## config.mk

```make
export PLATFORM = sky130hd
export DESIGN_NAME = fpdlink_bitslip_ctrl
export DESIGN_NICKNAME = d
export VERILOG_FILES = /design/src/rtl/fpdlink_pkg.sv /design/src/rtl/fpdlink_bitslip_ctrl.sv
export SDC_FILE = /design/constraint.sdc
export NUM_CORES = 1
export LEC_CHECK = 0
export CORE_ASPECT_RATIO = 0.75
export CORE_MARGIN = 10
export CORE_UTILIZATION = 50
export DETAILED_ROUTE_END_ITERATION = 8
export GPL_ROUTABILITY_DRIVEN = 0
export HOLD_SLACK_MARGIN = 0.1
export PLACE_DENSITY_LB_ADDON = 0.05
export SETUP_SLACK_MARGIN = 0.02
export SLEW_MARGIN = 40
export SYNTH_ARGS = -nofsm -noshare
export SYNTH_HDL_FRONTEND = slang
export SYNTH_SLANG_ARGS = --single-unit
```

## constraint.sdc

```tcl
create_clock -name gclk -period 1.8 [get_ports gclk]
set_input_delay 0.36 -clock gclk [delete_from_list [all_inputs] [get_ports gclk]]
set_output_delay 0.36 -clock gclk [all_outputs]
set_load 0.1 [all_outputs]
```

## src/rtl/fpdlink_pkg.sv

```systemverilog
// Shared FPD-Link I receive-path definitions: word width, clock-lane pattern,
// and the bit-slip controller state encoding.
package fpdlink_pkg;

   localparam int unsigned FPD_WORD_W = 7;

   localparam logic [FPD_WORD_W-1:0] FPD_CLK_PATTERN = 7'b1100011;

   typedef enum logic [2:0] {
      ST_IDLE   = 3'd0,
      ST_SETTLE = 3'd1,
      ST_CHECK  = 3'd2,
      ST_SLIP   = 3'd3,
      ST_LOCKED = 3'd4
   } bitslip_state_t;

endpackage

```

## src/rtl/fpdlink_bitslip_ctrl.sv

```systemverilog
// Clock-lane word aligner: pulses the shared ISERDES bitslip until the
// deserialized clock word matches the expected pattern, then holds lock.
module fpdlink_bitslip_ctrl
   import fpdlink_pkg::*;
#(
   parameter logic [FPD_WORD_W-1:0] CLK_PATTERN   = FPD_CLK_PATTERN,
   parameter int unsigned           SETTLE_CYCLES = 4,
   parameter int unsigned           MATCH_COUNT   = 16,
   parameter int unsigned           MISS_LIMIT    = 4
) (
   input  logic                  gclk,
   input  logic                  rst,
   input  logic                  en,
   input  logic                  hold,
   input  logic [FPD_WORD_W-1:0] clk_word,
   output logic                  bitslip,
   output logic                  locked,
   output logic                  align_err,
   output logic [2:0]            slip_pos,
   output logic [7:0]            relock_count
);

   localparam int unsigned SETTLE_W = 4;
   localparam int unsigned CNT_W    = 8;
   localparam logic [2:0]  LAST_POS = 3'd6;

   bitslip_state_t      state;
   logic [SETTLE_W-1:0] settle_cnt;
   logic [CNT_W-1:0]    match_cnt;
   logic [CNT_W-1:0]    miss_cnt;
   logic                word_match_c;

   assign word_match_c = (clk_word == CLK_PATTERN);

   // en low overrides hold; hold freezes everything and only lets bitslip drop
   always_ff @(posedge gclk) begin
      if (rst) begin
         state        <= ST_IDLE;
         settle_cnt   <= '0;
         match_cnt    <= '0;
         miss_cnt     <= '0;
         bitslip      <= 1'b0;
         locked       <= 1'b0;
         align_err    <= 1'b0;
         slip_pos     <= '0;
         relock_count <= '0;
      end else begin
         bitslip <= 1'b0;
         if (!en) begin
            state  <= ST_IDLE;
            locked <= 1'b0;
         end else if (!hold) begin
            unique case (state)
               ST_IDLE: begin
                  settle_cnt <= SETTLE_W'(SETTLE_CYCLES);
                  state      <= ST_SETTLE;
               end

               ST_SETTLE: begin
                  settle_cnt <= settle_cnt - 1'b1;
                  if (settle_cnt <= SETTLE_W'(1)) begin
                     match_cnt <= '0;
                     state     <= ST_CHECK;
                  end
               end

               ST_CHECK: begin
                  if (word_match_c) begin
                     if (match_cnt == CNT_W'(MATCH_COUNT - 1)) begin
                        miss_cnt  <= '0;
                        locked    <= 1'b1;
                        align_err <= 1'b0;
                        state     <= ST_LOCKED;
                     end else begin
                        match_cnt <= match_cnt + 1'b1;
                     end
                  end else begin
                     state <= ST_SLIP;
                  end
               end

               // pulse leaves here so a slip deferred by hold is issued exactly once
               ST_SLIP: begin
                  bitslip    <= 1'b1;
                  settle_cnt <= SETTLE_W'(SETTLE_CYCLES);
                  state      <= ST_SETTLE;
                  if (slip_pos == LAST_POS) begin
                     slip_pos  <= '0;
                     align_err <= 1'b1;
                  end else begin
                     slip_pos <= slip_pos + 1'b1;
                  end
               end

               // on loss, re-test the current position before slipping again
               ST_LOCKED: begin
                  if (word_match_c) begin
                     miss_cnt <= '0;
                  end else if (miss_cnt == CNT_W'(MISS_LIMIT - 1)) begin
                     miss_cnt  <= '0;
                     match_cnt <= '0;
                     locked    <= 1'b0;
                     state     <= ST_CHECK;
                     if (relock_count != 8'hFF) begin
                        relock_count <= relock_count + 1'b1;
                     end
                  end else begin
                     miss_cnt <= miss_cnt + 1'b1;
                  end
               end

               default: state <= ST_IDLE;
            endcase
         end
      end
   end

endmodule
```

After elaboration in Yosys (flattened, before gate mapping)
Index checks and enable logic that the tools add are counted.
{"block": "op_classes", "addsub": 5, "magnitude_cmp": 1, "eq_ne": 17, "mux": 29, "bitwise": 3, "n_reduce_logical": 16}
{"cell": "8-bit 2-to-1 mux", "count": 9}
{"cell": "8-bit by 1-bit adder with 8-bit output, second input constant", "count": 3}
{"cell": "8-bit one-hot mux with 3 select lines", "count": 1}
{"cell": "3-bit 2-to-1 mux", "count": 6}
{"cell": "6-bit AND reduction", "count": 3}
{"cell": "8-bit one-hot mux with 2 select lines", "count": 1}
{"cell": "2-bit inequality test, second input constant", "count": 7}
{"cell": "3-bit one-hot mux with 4 select lines", "count": 1}
{"cell": "5-bit AND reduction", "count": 2}
{"cell": "8-bit by 2-bit == test with 1-bit output, second input constant", "count": 1}
{"cell": "8-bit by 4-bit == test with 1-bit output, second input constant", "count": 1}
{"cell": "1-bit 2-to-1 mux", "count": 8}
{"cell": "8-bit inequality test, second input constant", "count": 1}
{"cell": "4-bit one-hot mux with 2 select lines", "count": 1}
{"cell": "8-bit AND reduction", "count": 1}
{"cell": "7-bit == test, second input constant", "count": 1}
{"cell": "3-bit by 2-bit == test with 1-bit output, second input constant", "count": 2}
{"cell": "3-bit == test, second input constant", "count": 2}
{"cell": "3-bit AND reduction", "count": 2}
{"cell": "2-bit nonzero test", "count": 3}
{"cell": "4-bit by 1-bit less-or-equal comparator with 1-bit output, second input constant", "count": 1}
{"cell": "1-bit one-hot mux with 2 select lines", "count": 2}
{"cell": "2-bit OR reduction", "count": 2}
{"cell": "4-bit by 1-bit subtractor with 4-bit output, second input constant", "count": 1}
{"cell": "other kinds (7)", "count": 9}
{"block": "totals", "reg_bits": 37, "in_bits": 11, "out_inout_bits": 14, "word_cells": 80}

Logic depth before layout (Yosys ltp)
Gate-level depths: netlist (run 1).
{"block": "depth", "word_depth": 4, "mapped_depth": 7, "ltp_nobuf": 6}

Worst setup path before layout (run 1)
Ideal clock, no wire load.
{"block": "synth_path", "kind": "register to register", "from": "reg relock_count[0]", "to": "reg relock_count[0]", "setup_time_ns": 0.128, "arrival_time_ns": 2.053, "required_ns": 1.672, "slack_ns": -0.381, "stages_incl_launch_ff": 7, "path_buffers": 0, "synth_period_minus_slack_ns": 2.181, "cell_sequence": "dfxtp_1 > ha_1 > nand3_1 > o21ai_1 > nor2_1 > xnor2_1 > nor2_1"}
{"block": "synth_between", "elab_chain_len": 2, "elab_cells_between_ends": 3, "cone_classes": "add/sub: 1; eq/ne: 1; reduce/logical: 1"}
{"item": "from (decl)", "line": "fpdlink_bitslip_ctrl.sv:20", "source": "output logic [7:0] relock_count"}
{"item": "from (signal assigned)", "line": "fpdlink_bitslip_ctrl.sv:105", "source": "relock_count <= relock_count + 1'b1;"}
{"item": "branches (longest 2 deep; another with 8-bit by 1-bit adder with 8-bit output)"}
Parallel ways; which one is timed is not known.
A chain may end at the register's enable or synchronous reset.

Worst setup path in the final report (run 1)
{"block": "layout_path", "from": "reg match_cnt[4]", "to": "reg miss_cnt[6]"}
{"block": "layout_between", "elab_chain_len": 3}
{"item": "from (decl)", "line": "fpdlink_bitslip_ctrl.sv:29", "source": "logic [CNT_W-1:0] match_cnt;"}
{"item": "from (signal assigned)", "line": "fpdlink_bitslip_ctrl.sv:75", "source": "match_cnt <= match_cnt + 1'b1;"}
{"item": "8-bit by 4-bit == test with 1-bit output", "line": "fpdlink_bitslip_ctrl.sv:69", "source": "if (match_cnt == CNT_W'(MATCH_COUNT - 1)) begin"}
{"item": "2-bit inequality test (no line)"}
{"item": "5-bit AND reduction (no line)"}
{"item": "to (signal assigned)", "line": "fpdlink_bitslip_ctrl.sv:108", "source": "miss_cnt <= miss_cnt + 1'b1;"}
{"item": "to (decl)", "line": "fpdlink_bitslip_ctrl.sv:30", "source": "logic [CNT_W-1:0] miss_cnt;"}
No other way between the ends.

==> results of run 1 <==
sequential cells by signal (all words and copies together), names as in the netlist:
signal	flops
slip_pos	3
relock_count	8
locked	1
bitslip	1
settle_cnt	4
miss_cnt	8
align_err	1
match_cnt	8
state	3
critical path: cells and delay by family (launching register included):
kind / cells / cell delay (ns)
xor gates and xnor gates: 1 / 0.16
DFF: 1 / 0.35
AOI/OAI and AO/OA: 1 / 0.14
and+or+nand+nor: 3 / 0.57
buffers and inverters: 3 / 0.46
final cells by class:
| type | count | area, µm² |
|---|---|---|
| Clock buffer | 6 | 82.58 |
| Clock inverter | 2 | 36.28 |
| Fill cell | 221 | 711.9 |
| Inverter | 4 | 15.01 |
| Multi-Input combinational cell | 190 | 1590 |
| Sequential cell | 37 | 764.5 |
| Tap cell | 55 | 68.82 |
| Timing Repair Buffer | 80 | 809.5 |
timing repair:
item	in CTS	in global routing
setup endpoints to repair	22	29
buffers inserted	4	4
pin swaps	5	17
gates resized for setup	26	38
path summary, 6_finish.rpt:
path                  from            end  slack (ns)  cells past startpoint
min          settle_cnt[3]  settle_cnt[3]        0.50                      2
max reg2reg   match_cnt[4]    miss_cnt[6]        0.02                      8
max           match_cnt[4]    miss_cnt[6]        0.02                      8
min reg2reg  settle_cnt[3]  settle_cnt[3]        0.50                      2
logic make-up after synthesis:
group	share of synthesized area, %
buffers and inverters	3.834
AOI/OAI and AO/OA	16.22
adders and majority gates	2.950
muxes	3.304
DFF	34.93
and+or+nand+nor	32.98
xor gates and xnor gates	5.782
stage by stage:
stage          setup TNS, ns  hold WS, ns
2_1_floorplan              0       0.4577
3_3_place_gp          -8.671       0.4723
3_5_place_dp          -9.586       0.4885
4_1_cts                    0       0.5018
5_1_grt              -0.4507       0.5294
6_report                   0       0.4988
layer usage:
layer  global-route usage, %  vias to the layer above
met5                       0                        -
li1                        -                     1043
met2                   23.27                       47
met3                   4.626                       11
met1                   20.13                     1010
met4                   4.925                        0
power by group through the flow:
stage	combinational, µW	clock, µW	sequential (µW)
after floorplan	81.2	0	844
after global placement	151	0	845
after detailed placement	153	0	845
after CTS	156	788	826
after global routing	188	818	827
final	177	778	826
layout by cell type, fill, tap and decap left out, types with 6 or more instances in the layout:
cell | Yosys | routed
buf_12 | 0 | 14
nor2_1 | 36 | 32
a221o_1 | 6 | 6
dfxtp_1 | 37 | 22
dfxtp_2 | 0 | 13
nand3_1 | 6 | 6
clkbuf_8 | 0 | 6
buf_4 | 0 | 52
a21oi_1 | 9 | 9
nand2_1 | 15 | 14
mux2i_1 | 7 | 7
and3_1 | 8 | 6
xnor2_1 | 14 | 13
nor3_1 | 9 | 6
nor4_4 | 0 | 8
==> results.cfg, run 1 <==
[outcome]
status = complete, no violations

[yosys]
synth.distinct_cells = 57
ys_seq_elements = 37
synth-edff-count = 0
syn-cell-area_um2 = 2121
yosysTopAreaCell = dfxtp_1
syn_nets = 258
yosys-top-cells-count = dfxtp_1, nor2_1, nand2_1
seq_area_frac_synth_pct = 34.93
synthArstFlopShare_pct = 0
ys_warn_count = 0
yosysMostFrequentCell = dfxtp_1
ys.flop_type = dfxtp_1
yosys.area.top_type_share_pct = 34.93
syn_area_per_cell_um2 = 8.764
ys_top_cells_by_area = dfxtp_1, nor2_1, xnor2_1
synth_cells = 242

[cts]
cts_root_buf = clkbuf_8
cts_max_path_buffers = 2
cts_made_buffers = 5
numClockSinks = 37
clkLatencyLatePin_ns = 0.30
holdBufCountCts = 0
htreeDepth = 2
cts_tree = built
clk_pin_slew_ns = 0.08

[power_and_ir_drop]
vdd_drop_max_mv = 0.3811
powerDensity_nw_per_um2 = 529.1
sw_frac_of_total_pct = 23.82
p_sw_uw = 424.3
totalPowerFinal_uw = 1781
seqPwrFrac_pct = 46.4
clkPwrFrac_pct = 43.7
p_int_uw = 1357
leakage_uw = 0.001310
p_comb_share_pct = 10.0

[placement]
port_buffers = 24
place_inst = 358
pre_cts_ws_ns = -0.3977
place_hpwl_um = 4055
placed_area_um2 = 2884

[cells_and_area]
antennaDiodeCount = 0
fin_nets = 334
drive_gt1_share_pct = 43.26
area_growth_pct = 58.76
utilization_pct = 82.55
final_cells = 374
fin_area_um2 = 3367

[timing]
rsz0062_at_grt = yes
setup_viol = 0
fmax_ghz = 0.5626
worst_slew_pin_slew_ns = 0.4108
slew_viol_final = 0
post-route-period-util_pct = 98.76
timing.final.crit_period_ns = 1.778
hold_violations = 0
fin_skew_ns = 0.007283
setup_slack_ns = 0.02240
maxSlewHeadroom_pct = 72.60

[setup_path]
startpoint_type = register
worstPathMaxFanout = 6
cp.required_ns = 2.00
path_class = register to register
crit_path_frequent_cell = buf_4
endpoint_kind = register
worst_ep_arrival_time_ns = 1.98
cp_cell_sequence = nor4_4 -> buf_4 -> buf_4 -> a31oi_4 -> buf_4 -> nor4_2 -> xnor2_1 -> nor2_1
critPathSlowestCell = dfxtp_2
max_stage_delay_ns = 0.35

[global_route]
antenna_found_initial = 0
grt_pass1_vias = 1976
grt_pass1_wl_um = 9197
overflow = 0
grt_util_all_layers_pct = 15.38
grt_max_degree = 14

[floorplanning]
die_h_um = 76.40
die_w_um = 95.20
io_pins = 25
rows = 20
start_util_pct = 51.99
die_area_um2 = 7273
core_um2 = 4079

[detailed_routing]
drt_first_pass_iters = 4
wl_met2_um = 2837
wl_met1_um = 2889
wl_um = 6154
initialDrtViolationCount = 127
via_count = 2111
avgRoutedWirePerCell_um = 16.45
highest_layer = met4
final_antenna_net_count = 0
drcViolationCount = 0
wl_met3_um = 305
viasPerCell = 5.644

[run]
max_cap_violations = 0

[min_path]
hold_path_class = register to register
Power figures use the tool's default switching activity.
==> inputs of run 2 (changes only) <==
--- a/config.mk
+++ b/config.mk
@@ -6,7 +6,6 @@
 export NUM_CORES = 1
 export LEC_CHECK = 0
 export CORE_ASPECT_RATIO = 0.75
-export CORE_MARGIN = 10
 export CORE_UTILIZATION = 50
 export DETAILED_ROUTE_END_ITERATION = 8
 export GPL_ROUTABILITY_DRIVEN = 0
==> results.cfg, run 2 (same netlist as run 1, synthesis figures left out) <==
[cts]
clk_pin_slew_ns = 0.08
holdBufCountCts = 0
numClockSinks = 37
cts_root_buf = clkbuf_8
htreeDepth = 2
clkLatencyLatePin_ns = 0.29
cts_max_path_buffers = 2
cts_tree = built
cts_made_buffers = 5

[setup_path]
cp_cell_sequence = ha_4 -> nor4b_4 -> buf_4 -> o2111ai_4 -> nor4_4 -> xnor2_1 -> nor2_1
worst_ep_arrival_time_ns = 2.01
r2r_end = relock_count[4]
max_stage_delay_ns = 0.36
worstPathMaxFanout = 5
endpoint_kind = register
reg2reg_slack_ns = -0.03
startpoint_type = register
critPathSlowestCell = dfxtp_2
cp.required_ns = 1.98
path_class = register to register
rr_worst_depth = 7
reg2reg_from = miss_cnt[1]

[cells_and_area]
area_growth_pct = 58.47
final_cells = 375
antennaDiodeCount = 0
largestRegisters = match_cnt (8), miss_cnt (8), relock_count (8)
register_area_um2 = 772.0
layout_common_cells = buf_4, nor2_1, dfxtp_1
fillers = 229
fin_area_um2 = 3361
multi_input_area_um2 = 1587
utilization_pct = 82.90
drive_gt1_share_pct = 44.06
fin_nets = 335
layout_commonest_cell = buf_4

[outcome]
status = complete, but fails checks
violations = setup timing

[detailed_routing]
drt_first_pass_iters = 4
initialDrtViolationCount = 135
drcViolationCount = 0
final_antenna_net_count = 0
via_count = 2221
wl_um = 6600
avgRoutedWirePerCell_um = 17.60
viasPerCell = 5.923

[placement]
placed_area_um2 = 2831
place_inst = 351
port_buffers = 24
place_hpwl_um = 3715

[floorplanning]
die_h_um = 58.40
die_area_um2 = 4508
rows = 20
start_util_pct = 52.31
core_um2 = 4054
die_w_um = 77.20
io_pins = 25

[power_and_ir_drop]
powerDensity_nw_per_um2 = 474.5
vdd_drop_max_mv = 0.3471
leakage_uw = 0.001306

[timing]
post-route-period-util_pct = 101.5
maxSlewHeadroom_pct = 70.18
setup_slack_ns = -0.02675
slew_viol_final = 0
fin_tns_setup_ns = -0.03995
hold_violations = 0
setup_viol = 2
fmax_ghz = 0.5474
fin_skew_ns = 0.003376
hold_slack_ns = 0.4990
worst_slew_pin_slew_ns = 0.4472
rsz0062_at_grt = yes
timing.final.crit_period_ns = 1.827

[global_route]
grt_pass1_vias = 1874
antenna_found_initial = 0
grt_util_all_layers_pct = 24.51
grt_pass1_wl_um = 8694
grt_max_degree = 14
overflow = 0

[run]
max_cap_violations = 0

[min_path]
min_from = settle_cnt[3]
holdPathStages = 2
hold_path_class = register to register
hold_path_end = settle_cnt[3]
run 2: critical path, delay by kind of cell, from the launching register on:
family | cells | cell delay [ns]
simple gates | 3 | 0.67
xor+xnor | 1 | 0.17
flops | 1 | 0.36
buf+inv | 1 | 0.20
compound gates | 1 | 0.17
fa+ha+maj | 1 | 0.15
run 2: layer usage:
layer / vias up / wire length (µm) / global-route usage, %
met4: 0 / 103 / 8.895
met2: 79 / 3117 / 36.54
met5: - / 0 / 0
met3: 15 / 384 / 6.047
li1: 1049 / - / -
met1: 1078 / 2996 / 34.38
run 2: worst max path at each step:
stage | from | end
after floorplan | miss_cnt[0] | match_cnt[4]
after global placement | clk_word[4] | match_cnt[6]
after detailed placement | clk_word[4] | match_cnt[4]
after CTS | miss_cnt[1] | relock_count[6]
after global routing | miss_cnt[0] | relock_count[2]
final | miss_cnt[1] | relock_count[4]
run 2: what timing repair did:
action	CTS	global route
gates cloned	0	1
pin swaps	6	17
hold endpoints to repair	0	0
endpoints found under the setup margin	25	30
resized for setup	26	43
buffers inserted	2	13
run 2: power by group:
group          switching, µW  internal, µW  total (µW)  leakage, µW
clock                    320           269         588    0.0000450
combinational           87.9          89.1         177     0.000953
sequential              11.0           818         829     0.000308
run 2: per-stage QoR:
step           worst slack [ns]  total power (µW)
2_1_floorplan           0.02937             925.1
5_1_grt                 -0.1049              1644
3_3_place_gp            -0.3819             989.2
3_5_place_dp            -0.4308             990.8
6_report               -0.02675              1595
4_1_cts                -0.02334              1573
run 2: layout make-up:
| cell class | count | share of cell area [%] |
|---|---|---|
| Clock inverter | 2 | 0.2978 |
| Multi-Input combinational cell | 191 | 47.21 |
| Tap cell | 55 | 2.048 |
| Clock buffer | 6 | 2.159 |
| Sequential cell | 37 | 22.97 |
| Timing Repair Buffer | 80 | 24.87 |
| Inverter | 4 | 0.4468 |
==> inputs of run 3 (changes only) <==
--- a/config.mk
+++ b/config.mk
@@ -8,7 +8,6 @@
 export CORE_ASPECT_RATIO = 0.75
 export CORE_UTILIZATION = 50
 export DETAILED_ROUTE_END_ITERATION = 8
-export GPL_ROUTABILITY_DRIVEN = 0
 export HOLD_SLACK_MARGIN = 0.1
 export PLACE_DENSITY_LB_ADDON = 0.05
 export SETUP_SLACK_MARGIN = 0.02
==> results of run 3 <==
No change in the layout: final DEF, timing and power equal those of run 2.
